==> config.mk <==
export PLATFORM = sky130hd
export DESIGN_NAME = sdram_port_arbiter_flat
export DESIGN_NICKNAME = d
export VERILOG_FILES = /design/src/rtl/sdram_port_arbiter_if.sv /design/src/rtl/sdram_port_arbiter.sv /design/src/flat_wrapper.sv
export SDC_FILE = /design/constraint.sdc
export NUM_CORES = 1
export LEC_CHECK = 0
export ABC_AREA = 1
export ABC_CLOCK_PERIOD_IN_PS = 1500
export CAP_MARGIN = 25
export CORE_MARGIN = 4
export CORE_UTILIZATION = 65
export CTS_BUF_LIST = sky130_fd_sc_hd__clkbuf_8
export DETAILED_ROUTE_END_ITERATION = 10
export DONT_BUFFER_PORTS = 1
export HOLD_SLACK_MARGIN = 0.05
export PLACE_DENSITY = 0.88
export SLEW_MARGIN = 10
export SYNTH_ARGS = -nofsm -noshare
export SYNTH_HDL_FRONTEND = slang
export SYNTH_SLANG_ARGS = --single-unit
==> constraint.sdc <==
create_clock -name iclk -period 1.5 [get_ports iclk]
set_input_delay 0.075 -clock iclk [delete_from_list [all_inputs] [get_ports iclk]]
set_output_delay 0.075 -clock iclk [all_outputs]
set_load 0.05 [all_outputs]
==> src/rtl/sdram_port_arbiter_if.sv <==
// Client/controller bundle for the two-port SDRAM arbiter.
// The slave modport is the arbiter's view; the master modport drives clients and controller.
interface sdram_port_arbiter_if;
  logic [1:0]  ireq;
  logic [1:0]  iwe;
  logic [43:0] iaddr;
  logic [31:0] iwdata;
  logic [1:0]  oack;
  logic [15:0] ordata;
  logic [1:0]  ogrant;
  logic        oerr;
  logic        owrite_req;
  logic [21:0] owrite_address;
  logic [15:0] owrite_data;
  logic        iwrite_ack;
  logic        oread_req;
  logic [21:0] oread_address;
  logic [15:0] iread_data;
  logic        iread_ack;

  modport slave (
    input  ireq, iwe, iaddr, iwdata, iwrite_ack, iread_data, iread_ack,
    output oack, ordata, ogrant, oerr, owrite_req, owrite_address, owrite_data,
           oread_req, oread_address
  );

  modport master (
    output ireq, iwe, iaddr, iwdata, iwrite_ack, iread_data, iread_ack,
    input  oack, ordata, ogrant, oerr, owrite_req, owrite_address, owrite_data,
           oread_req, oread_address
  );
endinterface

==> src/rtl/sdram_port_arbiter.sv <==
// Two-client round-robin arbiter in front of a single SDRAM controller (IDLE/ISSUE/RELEASE).
// Optional ISSUE-state timeout abort is enabled by defining SDRAM_ARB_TIMEOUT_EN.
module sdram_port_arbiter #(
  parameter int TIMEOUT_CYCLES = 1023
) (
  input  logic                  iclk,
  input  logic                  ireset,
  sdram_port_arbiter_if.slave   bus
);
  typedef enum logic [1:0] {IDLE, ISSUE, RELEASE} state_t;

  if (TIMEOUT_CYCLES < 1) begin : g_bad_timeout
    $error("TIMEOUT_CYCLES must be at least 1");
  end

  state_t      state;
  logic        last;
  logic        cli;
  logic        we;
  logic        pick;
  logic        pick_we;
  logic [21:0] pick_addr;
  logic [15:0] pick_data;
  logic        ack_hit;
  logic        tmo_hit;

  // Contention goes to the client not served last; a lone requester always wins.
  assign pick      = (bus.ireq == 2'b11) ? ~last : bus.ireq[1];
  assign pick_we   = bus.iwe[pick];
  assign pick_addr = pick ? bus.iaddr[43:22] : bus.iaddr[21:0];
  assign pick_data = pick ? bus.iwdata[31:16] : bus.iwdata[15:0];
  assign ack_hit   = we ? bus.iwrite_ack : bus.iread_ack;

`ifdef SDRAM_ARB_TIMEOUT_EN
  localparam int CW = $clog2(TIMEOUT_CYCLES + 1);
  logic [CW-1:0] tmo_cnt;
  logic          err_q;
  assign tmo_hit  = (tmo_cnt == CW'(TIMEOUT_CYCLES - 1));
  assign bus.oerr = err_q;
`else
  assign tmo_hit  = 1'b0;
  assign bus.oerr = 1'b0;
`endif

  always_ff @(posedge iclk) begin
    if (ireset) begin
      state              <= IDLE;
      last               <= 1'b1;
      cli                <= 1'b0;
      we                 <= 1'b0;
      bus.ogrant         <= 2'b00;
      bus.oack           <= 2'b00;
      bus.owrite_req     <= 1'b0;
      bus.oread_req      <= 1'b0;
      bus.owrite_address <= '0;
      bus.owrite_data    <= '0;
      bus.oread_address  <= '0;
      bus.ordata         <= '0;
`ifdef SDRAM_ARB_TIMEOUT_EN
      tmo_cnt            <= '0;
      err_q              <= 1'b0;
`endif
    end else begin
      bus.oack <= 2'b00;
`ifdef SDRAM_ARB_TIMEOUT_EN
      err_q    <= 1'b0;
`endif
      case (state)
        IDLE: begin
          if (|bus.ireq) begin
            state      <= ISSUE;
            cli        <= pick;
            last       <= pick;
            we         <= pick_we;
            bus.ogrant <= pick ? 2'b10 : 2'b01;
            if (pick_we) begin
              bus.owrite_req     <= 1'b1;
              bus.owrite_address <= pick_addr;
              bus.owrite_data    <= pick_data;
            end else begin
              bus.oread_req      <= 1'b1;
              bus.oread_address  <= pick_addr;
            end
`ifdef SDRAM_ARB_TIMEOUT_EN
            tmo_cnt <= '0;
`endif
          end
        end
        ISSUE: begin
`ifdef SDRAM_ARB_TIMEOUT_EN
          tmo_cnt <= tmo_cnt + 1'b1;
`endif
          // A matching ack in the timeout cycle wins, so the error flag stays low.
          if (ack_hit || tmo_hit) begin
            state          <= RELEASE;
            bus.owrite_req <= 1'b0;
            bus.oread_req  <= 1'b0;
            bus.ogrant     <= 2'b00;
            bus.oack       <= cli ? 2'b10 : 2'b01;
            if (!we && ack_hit) bus.ordata <= bus.iread_data;
`ifdef SDRAM_ARB_TIMEOUT_EN
            err_q <= !ack_hit;
`endif
          end
        end
        RELEASE: state <= IDLE;
        default: state <= IDLE;
      endcase
    end
  end
endmodule

==> src/flat_wrapper.sv <==
// flat-port wrapper written by rule: the top's interface ports become plain ports
module sdram_port_arbiter_flat 
#(
  parameter int TIMEOUT_CYCLES = 1023
)
  (iclk, ireset, bus_ireq, bus_iwe, bus_iaddr, bus_iwdata, bus_iwrite_ack, bus_iread_data, bus_iread_ack, bus_oack, bus_ordata, bus_ogrant, bus_oerr, bus_owrite_req, bus_owrite_address, bus_owrite_data, bus_oread_req, bus_oread_address);
  sdram_port_arbiter_if bus_i ();
  input  logic iclk;
  input  logic ireset;
  input wire logic [$bits(bus_i.ireq)-1:0] bus_ireq;
  input wire logic [$bits(bus_i.iwe)-1:0] bus_iwe;
  input wire logic [$bits(bus_i.iaddr)-1:0] bus_iaddr;
  input wire logic [$bits(bus_i.iwdata)-1:0] bus_iwdata;
  input wire logic [$bits(bus_i.iwrite_ack)-1:0] bus_iwrite_ack;
  input wire logic [$bits(bus_i.iread_data)-1:0] bus_iread_data;
  input wire logic [$bits(bus_i.iread_ack)-1:0] bus_iread_ack;
  output wire logic [$bits(bus_i.oack)-1:0] bus_oack;
  output wire logic [$bits(bus_i.ordata)-1:0] bus_ordata;
  output wire logic [$bits(bus_i.ogrant)-1:0] bus_ogrant;
  output wire logic [$bits(bus_i.oerr)-1:0] bus_oerr;
  output wire logic [$bits(bus_i.owrite_req)-1:0] bus_owrite_req;
  output wire logic [$bits(bus_i.owrite_address)-1:0] bus_owrite_address;
  output wire logic [$bits(bus_i.owrite_data)-1:0] bus_owrite_data;
  output wire logic [$bits(bus_i.oread_req)-1:0] bus_oread_req;
  output wire logic [$bits(bus_i.oread_address)-1:0] bus_oread_address;
  assign bus_i.ireq = bus_ireq;
  assign bus_i.iwe = bus_iwe;
  assign bus_i.iaddr = bus_iaddr;
  assign bus_i.iwdata = bus_iwdata;
  assign bus_i.iwrite_ack = bus_iwrite_ack;
  assign bus_i.iread_data = bus_iread_data;
  assign bus_i.iread_ack = bus_iread_ack;
  assign bus_oack = bus_i.oack;
  assign bus_ordata = bus_i.ordata;
  assign bus_ogrant = bus_i.ogrant;
  assign bus_oerr = bus_i.oerr;
  assign bus_owrite_req = bus_i.owrite_req;
  assign bus_owrite_address = bus_i.owrite_address;
  assign bus_owrite_data = bus_i.owrite_data;
  assign bus_oread_req = bus_i.oread_req;
  assign bus_oread_address = bus_i.oread_address;
  sdram_port_arbiter #(.TIMEOUT_CYCLES(TIMEOUT_CYCLES)) u_core (.iclk(iclk), .ireset(ireset), .bus(bus_i));
endmodule
==> impl_metrics.env, run 1 <==
export IMPL_dpl_worst_slack_ns=-0.0202
export IMPL_error_line="[ERROR GRT-0232] Routing congestion too high. Check the congestion heatmap in the GUI."
export IMPL_synth_xor_area_share_pct=0
export IMPL_cts_max_path_buffers=2
export IMPL_post_cts_buffers=0
export IMPL_pin_count=183
export IMPL_cts_max_level=3
export IMPL_seq_area_frac_synth_pct=42.6
export IMPL_status="did not finish"
export IMPL_dp_hpwl_mm=7.84
export IMPL_cts_resized=0
export IMPL_io_buffers=0
export IMPL_clock_sinks=87
export IMPL_synth_seq_cells=87
export IMPL_fp_dieH_um=87.3
export IMPL_synth_compound_area_share_pct=2.69
export IMPL_synthSimpleGateAreaFrac_pct=42.9
export IMPL_crit_endpoint="u_core.bus.owrite_address[15]$_SDFFE_PP0P_/D"
export IMPL_mappedNetlistArea_um2=4090
export IMPL_start_util_pct=67.8
export IMPL_grt_max_degree=65
export IMPL_ys_types=20
export IMPL_gp_congestion=0.842
export IMPL_synth_top_family_by_area="simple AND/OR/NAND/NOR gates"
export IMPL_gr_usage_all_layers_pct=66.0
export IMPL_gr_total_overflow=3
export IMPL_root_buffer="clkbuf_8"
export IMPL_synth_fa_ha_area_share_pct=0
export IMPL_row_count=28
export IMPL_synth_avg_cell_area_um2=6.34
export IMPL_synthMuxAreaShare_pct=0
export IMPL_ys_warn_count=0
export IMPL_die_w_um=87.3
export IMPL_endpoint_type="register data pin"
export IMPL_numCtsBuffers=9
export IMPL_failed_stage="5_1_grt"
export IMPL_synthesis_instances=645
export IMPL_syn_nets=745
metrics by stage:
step	hold slack (ns)	instance area [µm²]	utilization, %	std cells
after detailed placement	0.148	4730	78.4	772
after CTS	0.0564	5520	91.7	841
after global placement	0.146	4730	78.4	772
after floorplan	0.242	4090	-	645
cells by family after synthesis:
| family | Yosys count |
|---|---|
| AO/OA/AOI/OAI | 22 |
| AND/OR/NAND/NOR | 425 |
| other | 1 |
| buffers and inverters | 110 |
| flip-flops | 87 |
timing repair:
item	in CTS
pin swaps	1
gates cloned	1
endpoints found under the setup margin	4
hold endpoints to repair	40
hold buffers	52
metal layers:
metal / global-route usage [%] / GRT overflow
met1: 65.7 / 0
met2: 87.7 / 3
met3: 44.4 / 0
met4: 66.8 / 0
met5: 2.10 / 0
cell usage after synthesis, drive strengths merged:
cell    instances  area share, %
nand2         170             16
conb            1          0.092
nor3b           1           0.18
inv            69            6.3
buf            33            4.7
nand3          91             11
nor3            1           0.12
clkbuf          8           0.73
o21ai          17            2.1
nor2          162             15
dfxtp          87             43
a21oi           5           0.61
==> run 2: changes to the inputs <==
--- a/config.mk
+++ b/config.mk
@@ -9,12 +9,10 @@
 export ABC_CLOCK_PERIOD_IN_PS = 1500
 export CAP_MARGIN = 25
 export CORE_MARGIN = 4
-export CORE_UTILIZATION = 65
-export CTS_BUF_LIST = sky130_fd_sc_hd__clkbuf_8
+export CORE_UTILIZATION = 40
 export DETAILED_ROUTE_END_ITERATION = 10
 export DONT_BUFFER_PORTS = 1
-export HOLD_SLACK_MARGIN = 0.05
-export PLACE_DENSITY = 0.88
+export PLACE_DENSITY_LB_ADDON = 0.15
 export SLEW_MARGIN = 10
 export SYNTH_ARGS = -nofsm -noshare
 export SYNTH_HDL_FRONTEND = slang
==> run 2 against run 1 <==
  * The flow now finishes without violations
  * Synthesized cell count stayed put
  * Synthesized area unchanged
==> impl_metrics.env, run 2 <==
export IMPL_status="finished clean"
export IMPL_clkLatencyLatePin_ns=0.35
export IMPL_ys_types=20
export IMPL_clkPwrFrac_pct=24.8
export IMPL_wirelength_met1_mm=4.88
export IMPL_clock_sinks=87
export IMPL_dr_pass1_iters=4
export IMPL_path_clk_slew_ns=0.08
export IMPL_synth_seq_cells=87
export IMPL_row_count=36
export IMPL_period_needed_ns=1.38
export IMPL_grt_pass1_vias=3790
export IMPL_fin_util_pct=55.5
export IMPL_root_buffer="clkbuf_8"
export IMPL_r2r_start="u_core.state[0]"
export IMPL_fin_setup_tns_ns=0
export IMPL_worstReg2RegEnd="u_core.bus.owrite_address[10]"
export IMPL_crit_family="simple AND/OR/NAND/NOR gates"
export IMPL_ant_nets=0
export IMPL_grt_first_pass_wirelength_mm=18.2
export IMPL_r2r_cells=8
export IMPL_dp_hpwl_mm=7.92
export IMPL_vias_per_cell=4.67
export IMPL_pwr_share_comb_pct=36.1
export IMPL_synth_avg_cell_area_um2=6.34
export IMPL_yosysMostFrequentCell="nand2_1"
export IMPL_syn2layout_area_growth_pct=33.9
export IMPL_start_util_pct=41.4
export IMPL_rsz0062_at_grt="true"
export IMPL_finalInstanceArea_um2=5470
export IMPL_cp_max_fo=22
export IMPL_dr_wl_met2_mm=5.85
export IMPL_setup_ws_ns=0.124
export IMPL_dpl_worst_slack_ns=0.0427
export IMPL_yosys_most_used_dff="dfxtp_1"
export IMPL_maxSlewViolCount=0
export IMPL_first_iter_violations=189
export IMPL_crit_slowest_cell="dfxtp_1"
export IMPL_n_antenna_cell=0
export IMPL_post_cts_buffers=0
export IMPL_slowest_delay_ns=0.32
export IMPL_cp_start_kind="flop"
export IMPL_numCtsBuffers=9
export IMPL_seqPwrFrac_pct=39.1
export IMPL_mappedNetlistArea_um2=4090
export IMPL_crit_type="flop to flop"
export IMPL_vias=4161
export IMPL_io_buffers=0
export IMPL_yosys_area_top_type="dfxtp_1"
export IMPL_place_area_um2=4820
export IMPL_cts_max_path_buffers=2
export IMPL_rrSetupSlack_ns=0.12
export IMPL_ys_warn_count=0
export IMPL_sw_frac_of_total_pct=38.8
export IMPL_crit_top_cell="nor2_1"
export IMPL_peakVddDrop_uv=658
export IMPL_hold_viol_final=0
export IMPL_wl_met3_um=890
export IMPL_p_int_mw=4.21
export IMPL_timing_fmax_mhz=727
export IMPL_synth_edf_count=0
export IMPL_cts_max_level=3
export IMPL_synthesis_instances=645
export IMPL_period_share_pct=91.7
export IMPL_dp_cells=831
export IMPL_hold_end="u_core.bus.owrite_data[15]"
export IMPL_min_path_cells=4
export IMPL_gr_total_overflow=0
export IMPL_final_common_cell="nand2_1"
export IMPL_cts_tree="done"
export IMPL_p_leak_nw=2.87
export IMPL_wl_mm=11.8
export IMPL_die_w_um=109
export IMPL_final_cell_mix="nand2_1, nor2_1, nand3_1"
export IMPL_grt_max_degree=46
export IMPL_switchingPower_mw=2.67
export IMPL_die_area_um2=11900
export IMPL_finalNonFillerCells=891
export IMPL_seq_area_frac_synth_pct=42.6
export IMPL_nNetsFinal=853
export IMPL_pin_count=183
export IMPL_required_ns=1.78
export IMPL_gp_congestion=0.744
export IMPL_crit_arrival_ns=1.65
export IMPL_hold_start="bus_iwdata[31]"
export IMPL_drive_gt1_share_pct=16.1
export IMPL_max_cap_violations=0
export IMPL_min_path_type="input port to flop"
export IMPL_p_per_area_nw_per_um2=1260
export IMPL_ys_top_cells_by_count="nand2_1, nor2_1, nand3_1"
export IMPL_nFillCells=994
export IMPL_coreArea_um2=9860
export IMPL_endpoint_kind="flop"
export IMPL_synth_async_reset_ratio_pct=0
export IMPL_fin_skew_ns=0.0159
export IMPL_drc=0
export IMPL_syn_nets=745
export IMPL_wl_per_cell_um=13.2
export IMPL_gr_usage_all_layers_pct=19.3
export IMPL_synth_top_area_share_pct=42.6
export IMPL_largest_registers="u_core.bus.oread_address x22, u_core.bus.owrite_address x22"
export IMPL_crit_buf_inv=3
export IMPL_antenna_found_initial=0
export IMPL_setup_violations_final=0
export IMPL_synth_area_leaders="dfxtp_1, nand2_1, nor2_1, nand3_1, inv_1"
export IMPL_routed_top_layer="met4"
export IMPL_worstPathCellList="inv_1, nand2_1, nor2_4, inv_2, nor2_2, buf_12, nor2_1, nor2_1"
export IMPL_fp_dieH_um=109
-- run 2: cell counts after synthesis --
Identical to the previous run, type by type.
-- run 2: timing repair --
item,4_1_cts,5_1_grt
hold endpoints to repair,38,0
endpoints found under the setup margin,0,22
hold buffers,43,0
gates resized for setup,0,1
-- run 2: worst max path at each step --
stage	start	end	slack [ns]	cells after the start
after CTS	u_core.state[0]	u_core.bus.ordata[9]	0.05	6
after floorplan	u_core.state[0]	u_core.bus.ordata[5]	0.29	7
after global placement	u_core.state[0]	u_core.bus.ordata[10]	0.12	6
after detailed placement	u_core.state[0]	u_core.bus.ordata[9]	0.04	6
final	u_core.state[0]	u_core.bus.owrite_address[10]	0.12	8
after global routing	u_core.state[0]	u_core.bus.ordata[6]	-0.02	6
-- run 2: final cells by class --
type	instances	area, µm²	area share [%]
multi-input cells	449	1890	34.5
flip-flops and latches	87	1740	31.8
repair buffers	137	1210	22.1
inverters	69	259	4.73
well taps	133	166	3.04
clock buffers	12	155	2.84
clock inverters	4	51.3	0.938
-- run 2: routing by layer --
layer	GRT usage, %	vias up
met5	0	-
met4	6.04	0
met3	4.80	13
met2	33.6	125
met1	23.3	1855
li1	-	2168
-- run 2: power groups by stage --
stage          Sequential (mW)  Combinational [mW]  Clock [mW]
6_report                  2.69                2.48        1.71
4_1_cts                   2.69                2.49        1.74
5_1_grt                   2.73                2.69        1.85
3_3_place_gp              2.74                2.37           0
2_1_floorplan             3.62               0.882           0
3_5_place_dp              2.75                2.40           0
-- run 2: kinds of logic after synthesis --
family	share of synthesized area (%)
buf+inv	11.7
compound gates	2.69
flops	42.6
simple gates	42.9
other cells	0.0918
-- run 2: metrics by stage --
stage / power, mW / hold WS, ns
finish: 6.88 / 0.0215
global route: 7.27 / 0.0289
CTS: 6.93 / 0.00470
detailed placement: 5.14 / 0.150
global placement: 5.11 / 0.146
floorplan: 4.50 / 0.242
-- run 2: worst reg2reg max path, cell delays in order, from the launching register on --
cell	delay, ns
dfxtp_1	0.32
inv_1	0.07
nand2_1	0.08
nor2_4	0.21
inv_2	0.14
nor2_2	0.17
buf_12	0.17
nor2_1	0.05
nor2_1	0.11
No activity file was read; power rests on OpenSTA's default activity.
